### src/rtl/mm_arb_pkg.sv
// Shared types and defaults for the two-requester matrix-multiply arbiter.
package mm_arb_pkg;

   typedef enum logic [2:0] {
      ST_IDLE,
      ST_START,
      ST_FEED,
      ST_DRAIN,
      ST_FIN
   } state_e;

   localparam int DEF_IN_WORDS  = 32;
   localparam int DEF_OUT_WORDS = 16;

   function automatic int max_words(input int a, input int b);
      return (a > b) ? a : b;
   endfunction

endpackage

### src/rtl/mm_arb_rr.sv
// Two-way round-robin picker: on contention the requester not served last wins.
module mm_arb_rr
   import mm_arb_pkg::*;
(
   input  logic [1:0] pending,
   input  logic       last,
   output logic [1:0] grant
);

   always_comb begin
      grant = pending;
      if (pending == 2'b11) begin
         grant = last ? 2'b01 : 2'b10;
      end
   end

endmodule

### src/rtl/mm_arb.sv
// Shares one mm engine between two requesters; one whole job (feed A/B,
// drain result, wait for done) is owned by a single requester at a time.
module mm_arb
   import mm_arb_pkg::*;
#(
   parameter int pDATA_WIDTH = 32,
   parameter int pIN_WORDS   = DEF_IN_WORDS,
   parameter int pOUT_WORDS  = DEF_OUT_WORDS
) (
   input  logic                   axis_clk,
   input  logic                   axis_rst_n,
   input  logic [1:0]             req_start,
   output logic [1:0]             req_grant,
   output logic [1:0]             req_done,
   input  logic                   r0_ss_tvalid,
   input  logic [pDATA_WIDTH-1:0] r0_ss_tdata,
   output logic                   r0_ss_tready,
   input  logic                   r1_ss_tvalid,
   input  logic [pDATA_WIDTH-1:0] r1_ss_tdata,
   output logic                   r1_ss_tready,
   output logic                   r0_sm_tvalid,
   output logic [pDATA_WIDTH-1:0] r0_sm_tdata,
   input  logic                   r0_sm_tready,
   output logic                   r1_sm_tvalid,
   output logic [pDATA_WIDTH-1:0] r1_sm_tdata,
   input  logic                   r1_sm_tready,
   output logic                   mm_start,
   input  logic                   mm_done,
   input  logic                   mm_idle,
   output logic                   mm_ss_tvalid,
   output logic [pDATA_WIDTH-1:0] mm_ss_tdata,
   input  logic                   mm_ss_tready,
   input  logic                   mm_sm_tvalid,
   input  logic [pDATA_WIDTH-1:0] mm_sm_tdata,
   output logic                   mm_sm_tready
);

   localparam int CW = $clog2(max_words(pIN_WORDS, pOUT_WORDS) + 1);
   localparam logic [CW-1:0] IN_LAST  = CW'(pIN_WORDS - 1);
   localparam logic [CW-1:0] OUT_LAST = CW'(pOUT_WORDS - 1);

   state_e        state_q, state_d;
   logic [1:0]    pend_q, pend_d;
   logic [1:0]    grant_q, grant_d;
   logic [1:0]    done_q, done_d;
   logic          start_q, start_d;
   logic [CW-1:0] cnt_q, cnt_d;
   logic          seen_q, seen_d;
   logic          last_q, last_d;

   logic [1:0] rr_gnt;
   logic       feed, drain, sel;
   logic       ss_beat, sm_beat;

   mm_arb_rr u_rr (
      .pending (pend_q),
      .last    (last_q),
      .grant   (rr_gnt)
   );

   assign feed  = (state_q == ST_FEED);
   assign drain = (state_q == ST_DRAIN);
   assign sel   = grant_q[1];

   // Pure muxing on the owned grant: no extra latency on either stream.
   assign mm_ss_tvalid = feed & (sel ? r1_ss_tvalid : r0_ss_tvalid);
   assign mm_ss_tdata  = sel ? r1_ss_tdata : r0_ss_tdata;
   assign r0_ss_tready = feed & grant_q[0] & mm_ss_tready;
   assign r1_ss_tready = feed & grant_q[1] & mm_ss_tready;

   assign mm_sm_tready = drain & (sel ? r1_sm_tready : r0_sm_tready);
   assign r0_sm_tvalid = drain & grant_q[0] & mm_sm_tvalid;
   assign r1_sm_tvalid = drain & grant_q[1] & mm_sm_tvalid;
   assign r0_sm_tdata  = mm_sm_tdata;
   assign r1_sm_tdata  = mm_sm_tdata;

   assign ss_beat = mm_ss_tvalid & mm_ss_tready;
   assign sm_beat = mm_sm_tvalid & mm_sm_tready;

   assign req_grant = grant_q;
   assign req_done  = done_q;
   assign mm_start  = start_q;

   always_comb begin
      state_d = state_q;
      pend_d  = pend_q | req_start;
      grant_d = grant_q;
      done_d  = 2'b00;
      start_d = 1'b0;
      cnt_d   = cnt_q;
      seen_d  = seen_q;
      last_d  = last_q;
      if (state_q != ST_IDLE && mm_done) begin
         seen_d = 1'b1;
      end
      unique case (state_q)
         ST_IDLE: begin
            if (|pend_q && mm_idle) begin
               grant_d = rr_gnt;
               pend_d  = (pend_q & ~rr_gnt) | req_start;
               last_d  = rr_gnt[1];
               start_d = 1'b1;
               state_d = ST_START;
            end
         end
         ST_START: begin
            cnt_d   = '0;
            state_d = ST_FEED;
         end
         ST_FEED: begin
            if (ss_beat) begin
               if (cnt_q == IN_LAST) begin
                  cnt_d   = '0;
                  state_d = ST_DRAIN;
               end else begin
                  cnt_d = cnt_q + 1'b1;
               end
            end
         end
         ST_DRAIN: begin
            if (sm_beat) begin
               if (cnt_q == OUT_LAST) begin
                  cnt_d   = '0;
                  state_d = ST_FIN;
               end else begin
                  cnt_d = cnt_q + 1'b1;
               end
            end
         end
         ST_FIN: begin
            if (seen_q | mm_done) begin
               done_d  = grant_q;
               grant_d = 2'b00;
               seen_d  = 1'b0;
               state_d = ST_IDLE;
            end
         end
         default: state_d = ST_IDLE;
      endcase
   end

   always_ff @(posedge axis_clk or negedge axis_rst_n) begin
      if (!axis_rst_n) begin
         state_q <= ST_IDLE;
         pend_q  <= 2'b00;
         grant_q <= 2'b00;
         done_q  <= 2'b00;
         start_q <= 1'b0;
         cnt_q   <= '0;
         seen_q  <= 1'b0;
         last_q  <= 1'b1;
      end else begin
         state_q <= state_d;
         pend_q  <= pend_d;
         grant_q <= grant_d;
         done_q  <= done_d;
         start_q <= start_d;
         cnt_q   <= cnt_d;
         seen_q  <= seen_d;
         last_q  <= last_d;
      end
   end

endmodule

### config.mk
export PLATFORM = sky130hd
export DESIGN_NAME = mm_arb
export DESIGN_NICKNAME = d
export VERILOG_FILES = /design/src/rtl/mm_arb_pkg.sv /design/src/rtl/mm_arb_rr.sv /design/src/rtl/mm_arb.sv
export SDC_FILE = /design/constraint.sdc
export NUM_CORES = 1
export LEC_CHECK = 0
export CAP_MARGIN = 15
export CORE_AREA = 8 8 92 94
export DETAILED_ROUTE_END_ITERATION = 10
export DIE_AREA = 0 0 100 102
export PLACE_DENSITY = 0.79
export RECOVER_POWER = 50
export SYNTH_ARGS = -nofsm -noshare
export SYNTH_HDL_FRONTEND = slang
export SYNTH_SLANG_ARGS = --single-unit
### constraint.sdc
create_clock -name axis_clk -period 2.2 [get_ports axis_clk]
set_input_delay 0.22 -clock axis_clk [delete_from_list [all_inputs] [get_ports axis_clk]]
set_output_delay 0.22 -clock axis_clk [all_outputs]
set_load 0.02 [all_outputs]
==> results_dict.tcl, run 1 <==
set metrics [dict create \
    status "finished clean" \
    p_sw_mw 0.468 \
    max_clock_freq_mhz 480 \
    yosysUniqueCellTypes 40 \
    synth-seq-cells 18 \
    cp-start-kind "register" \
    postCtsHoldBufs 0 \
    vdd_ir_drop_max_mv 0.157 \
    firstDrtPassIters 4 \
    die_w_um 100 \
    worst_pin_slew_ps 999 \
    internal-power_mw 0.922 \
    synth_nets 309 \
    io_buffers 118 \
    top_layer "met4" \
    setup_viol 0 \
    fin_ws_ps 115 \
    rsz0062_at_grt "no" \
    seqPwrFrac_pct 32.3 \
    routabilityCongestion 0.836 \
    dr_wl_met3_um 746 \
    vias 1584 \
    ys_seq_area_share_pct 24.6 \
    wl_met1_um 2160 \
    crit_path_cell_trace "buf_12 -> mux2_2 -> clkdlybuf4s50_1" \
    final_area_mm2 0.00273 \
    fin_crit_ps 2090 \
    fin_nets 365 \
    final_cells 354 \
    io_pins 215 \
    min_path_type "input pin to output pin" \
    area_growth_syn_to_layout_pct 48.7 \
    leakagePower_nw 1.05 \
    cap_violations 0 \
    rr_worst_depth 5 \
    cts.sinks 18 \
    r2r_end "cnt_q[3]" \
    synthCells 200 \
    placed_cell_area_mm2 0.00267 \
    ant_nets 0 \
    worstHoldPathCells 0 \
    share_comb_of_total_power_pct 47.7 \
    cts-buffers-inserted 3 \
    skew_ps 1.19 \
    h-tree-depth 1 \
    antennaDiodeCount 0 \
    reg2reg_slack_ps 240 \
    post-place-ws_ps 270 \
    wl_per_cell_um 17.5 \
    path_buf_inv 2 \
    insertion_delay_ps 260 \
    grt_pass1_vias 1734 \
    rows 31 \
    yosys_warnings 0 \
    path_clk_slew_ps 70 \
    wl_met2_um 3200 \
    hold_end "r0_sm_tdata[5]" \
    switching_share_pct 33.7 \
    critPathRequiredTime_ps 1980 \
    viasPerCell 4.47 \
    tritoncts "done" \
    layout-drive-gt1-share_pct 19.2 \
    cp_slowest_cell "clkdlybuf4s50_1" \
    initial_core_util_pct 26.0 \
    antenna_found_initial 0 \
    crit_type "register to output pin" \
    arrival_ps 1870 \
    tns_ps 0 \
    grt_max_degree 36 \
    hpwlAfterDp_um 5230 \
    worst_path_dominant_cell_family "buffers and inverters" \
    min_from "mm_sm_tdata[5]" \
    max_slew_margin_pct 33.4 \
    drt_iter0_markers 28 \
    routed_wl_um 6210 \
    grt_usage_pct 11.8 \
    fin_crit_sh_pct 94.8 \
    slowest_delay_ps 550 \
    p_per_area_mw_per_mm2 510 \
    post_cts_buffers 0 \
    netlist_area_mm2 0.00183 \
    clk_path_buf_depth 2 \
    die_h_um 102 \
    cts_root_buf "clkbuf_8" \
    die-area_mm2 0.0102 \
    crit-reg2reg-launch "cnt_q[0]" \
    p_clk_share_pct 19.9 \
    cp_max_fo 35 \
    placed_cells 350 \
    grt-ovfl-total 0 \
    grt_pass1_wl_um 9410 \
    slew_violations 0 \
    worst_setup_path_end_kind "output pin" \
    whs_ps 440 \
    fp.coreArea_mm2 0.00706 \
    postSynthAreaPerCell_um2 9.17 \
    drc 0 \
    final_hold_viol_count 0 \
]
[kinds of logic after synthesis]
logic type	after synthesis	share of synthesized area, %
buf+inv	76	29.1
simple gates	45	14.0
mux	34	21.1
compound gates	25	10.1
flops	18	24.6
xor+xnor	1	0.478
fa+ha+maj	1	0.682
[cell type report]
type,count,area [µm²]
flip-flops and latches,18,453
clock buffers,4,55.1
fillers,731,4330
repair buffers,122,1220
inverters,5,18.8
well taps,99,124
multi-input cells,106,855
[synth_stat cells]
master	instances	area (µm²)
clkbuf_1	3	11.3
a2111oi_0	2	17.5
or4_1	3	22.5
mux2_2	33	372
and2_1	4	25.0
o32ai_1	1	8.76
nand3_1	8	40.0
a41oi_1	1	8.76
xnor2_1	1	8.76
inv_1	5	18.8
nor4_1	1	6.26
a211o_1	2	17.5
nor2_1	4	15.0
o31ai_1	2	15.0
nor2_2	1	6.26
o22ai_1	1	6.26
or2_2	1	6.26
a21o_1	5	37.5
a21oi_1	3	15.0
nand2_2	1	6.26
buf_4	65	488
and3_1	4	25.0
dfrtp_1	17	425
ha_1	1	12.5
mux2_4	1	15.0
a31o_2	1	8.76
o21ai_1	1	5.00
nand3b_1	1	7.51
nor2b_1	3	18.8
and4_1	2	17.5
o2111ai_1	1	8.76
a22oi_1	1	7.51
o21ai_0	1	5.00
o221ai_1	1	8.76
nand2b_1	3	18.8
nand2_1	7	26.3
nor3b_1	2	15.0
dfstp_2	1	26.3
buf_2	3	15.0
a211oi_1	2	15.0
[stage by stage]
step	util, %	power (mW)
global placement	37.8	1.10
CTS	38.6	1.40
floorplan	-	0.957
detailed placement	37.8	1.12
global route	38.6	1.48
finish	38.6	1.39
[metal layers]
layer / GRT usage (%) / vias to the layer above
met3: 6.20 / 18
met4: 2.91 / 0
li1: - / 749
met5: 0 / -
met1: 11.4 / 733
met2: 21.6 / 84
[cell usage in the layout, fill, tap and decap left out, types with 2 or more instances in the layout]
master           instances
a2111oi_0                2
a211o_1                  2
a211oi_1                 2
a21o_1                   5
a21oi_1                  3
and2_1                   4
and3_1                   4
and4_1                   2
buf_4                    2
clkbuf_8                 4
clkdlybuf4s50_1        116
dfrtp_1                 16
inv_1                    5
mux2_2                  33
nand2_1                  7
nand2b_1                 3
nand3_1                  8
nor2_1                   4
nor2b_2                  2
nor3b_1                  2
o31ai_1                  2
or4_1                    3
[power by group through the flow]
stage | clock network [mW] | logic [mW] | registers [mW]
2_1_floorplan | 0 | 0.529 | 0.428
5_1_grt | 0.300 | 0.720 | 0.459
3_5_place_dp | 0 | 0.668 | 0.452
3_3_place_gp | 0 | 0.654 | 0.448
4_1_cts | 0.280 | 0.672 | 0.447
6_report | 0.277 | 0.664 | 0.449
[registers in the layout (all words and copies together), names as in the netlist]
name	flops
last_q	1
cnt_q	6
req_done	2
seen_q	1
req_grant	2
mm_start	1
state_q	3
pend_q	2
[how the worst max path moves through the flow]
stage / start / to / slack [ps] / depth (start not counted)
after floorplan: req_grant[1] / mm_ss_tdata[10] / 540 / 3
after detailed placement: mm_ss_tready / r1_ss_tready / 270 / 4
after global routing: req_grant[1] / mm_ss_tdata[0] / 30 / 3
after global placement: mm_ss_tready / r0_ss_tready / 290 / 4
after CTS: req_grant[1] / mm_ss_tdata[0] / 20 / 3
final: req_grant[1] / mm_ss_tdata[0] / 110 / 3
[timing repair]
item / 4_1_cts / 5_1_grt
endpoints found under the setup margin: 0 / 32
hold endpoints to repair: 0 / 0
gates resized for setup: 0 / 4
(Power assumes the default switching activity.)
==> run 2: changes to the inputs <==
Settings changed: PLACE_DENSITY 0.79 to 0.84, REMOVE_ABC_BUFFERS from default to 1.
==> run 2 against run 1 <==
Effect of this change: die area unchanged; largest cell class unchanged; total power increased by 1.1%; critical endpoint is now mm_ss_tdata[3]; critical path type unchanged; register-to-register slack improved by 130 ps; cell count increased by 0.85%; clock skew about the same; clock power about the same; sequential cell count unchanged; global-route usage increased by 3.4 points; design area increased by 0.69%; sequential share of layout area decreased by 0.16 points; clock-buffer cell count unchanged; sequential power decreased by 3%.
==> results_dict.tcl, run 2 (synthesis results as in run 1) <==
set metrics [dict create \
    rows 31 \
    max_clock_freq_mhz 474 \
    p_per_area_mw_per_mm2 512 \
    hpwlAfterDp_um 6640 \
    grt_pass1_wl_um 11400 \
    slew_violations 0 \
    arrival_ps 1890 \
    hold_end "r0_sm_tdata[11]" \
    fin_nets 368 \
    skew_ps 1.16 \
    totalPowerFinal_mw 1.41 \
    cts_root_buf "clkbuf_8" \
    worst_setup_path_end_kind "output pin" \
    rsz0062_at_grt "no" \
    fin_crit_sh_pct 95.8 \
    crit_path_cell_trace "buf_6 -> mux2_2 -> clkdlybuf4s50_1" \
    regMostFlops "cnt_q" \
    routabilityCongestion 0.813 \
    die_h_um 102 \
    rr_worst_depth 6 \
    insertion_delay_ps 260 \
    worst_pin_slew_ps 958 \
    wl_per_cell_um 22.3 \
    io_pins 215 \
    mostFrequentLayoutCell "clkdlybuf4s50_1" \
    drt_iter0_markers 52 \
    leakagePower_nw 1.05 \
    setup_viol 0 \
    io_buffers 118 \
    final_util_pct 38.9 \
    clk_path_buf_depth 2 \
    postCtsHoldBufs 0 \
    initial_core_util_pct 26.0 \
    r2r_end "cnt_q[5]" \
    crit_type "register to output pin" \
    largest_register_ffs 6 \
    cap_violations 0 \
    fp.coreArea_mm2 0.00706 \
    viasPerCell 4.83 \
    grt_max_degree 21 \
    die-area_mm2 0.0102 \
    reg2reg_slack_ps 370 \
    vias 1724 \
    die_w_um 100 \
    grt-ovfl-total 0 \
    final_area_mm2 0.00275 \
    routed_wl_um 7960 \
    layout-drive-gt1-share_pct 19.4 \
    worstHoldPathCells 0 \
    cts.sinks 18 \
    mostFrequentLayoutCells "116 x clkdlybuf4s50_1, 33 x mux2_2, 17 x dfrtp_1, 8 x nand3_1, 7 x nand2_1" \
    antennaDiodeCount 0 \
    vdd_ir_drop_max_mv 0.185 \
    h-tree-depth 1 \
    max_slew_margin_pct 36.1 \
    drc 0 \
    antenna_found_initial 0 \
    fin_crit_ps 2110 \
    post_cts_buffers 0 \
    slowest_delay_ps 550 \
    crit-reg2reg-launch "state_q[2]" \
    status "finished clean" \
    tritoncts "done" \
    cp_max_fo 20 \
    grt_usage_pct 15.2 \
    path_clk_slew_ps 70 \
    reg_top3 "cnt_q: 6 flops, state_q: 3 flops" \
    critPathRequiredTime_ps 1980 \
    min_from "mm_sm_tdata[11]" \
    final_hold_viol_count 0 \
    ant_nets 0 \
    min_path_type "input pin to output pin" \
    placed_cell_area_mm2 0.00269 \
    grt_pass1_vias 1930 \
    cp_slowest_cell "clkdlybuf4s50_1" \
    cp-start-kind "register" \
    area_growth_syn_to_layout_pct 49.7 \
    firstDrtPassIters 4 \
    cts-buffers-inserted 3 \
]
[run 2: layer usage]
layer	track usage, %	wire length, µm	vias to the layer above
met2	18.6	2960	178
li1	-	-	757
met4	4.53	98	2
met1	16.0	3050	779
met3	16.3	1790	8
met5	9.18	56	-
[run 2: worst max-delay path, delay by kind of cell (launching register included)]
kind	cells	cell delay [ps]
buffers and inverters	2	790
flip-flops	1	460
multiplexers	1	360
[run 2: power breakdown]
part	internal (mW)	switching, mW	total (mW)	leakage, nW
logic	0.389	0.302	0.691	0.818
registers	0.381	0.0553	0.436	0.206
clock network	0.159	0.118	0.278	0.0288
total	0.929	0.476	1.41	1.05
[run 2: repair_timing]
action                     4_1_cts  5_1_grt
hold endpoints to repair         0        0
setup endpoints to repair        1       23
resized for setup                1        2
[run 2: layout make-up]
| cell class | count | area [µm²] |
|---|---|---|
| Clock buffer | 4 | 55.1 |
| Fill cell | 702 | 4310 |
| Sequential cell | 18 | 452 |
| Tap cell | 99 | 124 |
| Timing Repair Buffer | 125 | 1240 |
| Multi-Input combinational cell | 106 | 852 |
| Inverter | 5 | 18.8 |
[run 2: per-stage QoR]
stage	hold slack (ps)	worst slack, ps	setup TNS, ps	instances
2_1_floorplan	-75.6	-173	-1060	129
3_3_place_gp	440	167	0	353
3_5_place_dp	440	184	0	353
4_1_cts	291	7.05	0	357
5_1_grt	440	11.3	0	357
6_report	440	91.7	0	357
[run 2: how the worst max path moves through the flow]
stage	start	to	cells past startpoint
2_1_floorplan	req_grant[1]	cnt_q[4]	4
3_3_place_gp	mm_ss_tready	r1_ss_tready	4
3_5_place_dp	mm_ss_tready	r0_ss_tready	4
4_1_cts	req_grant[1]	mm_ss_tdata[3]	3
5_1_grt	req_grant[1]	mm_ss_tdata[3]	3
6_report	req_grant[1]	mm_ss_tdata[3]	3
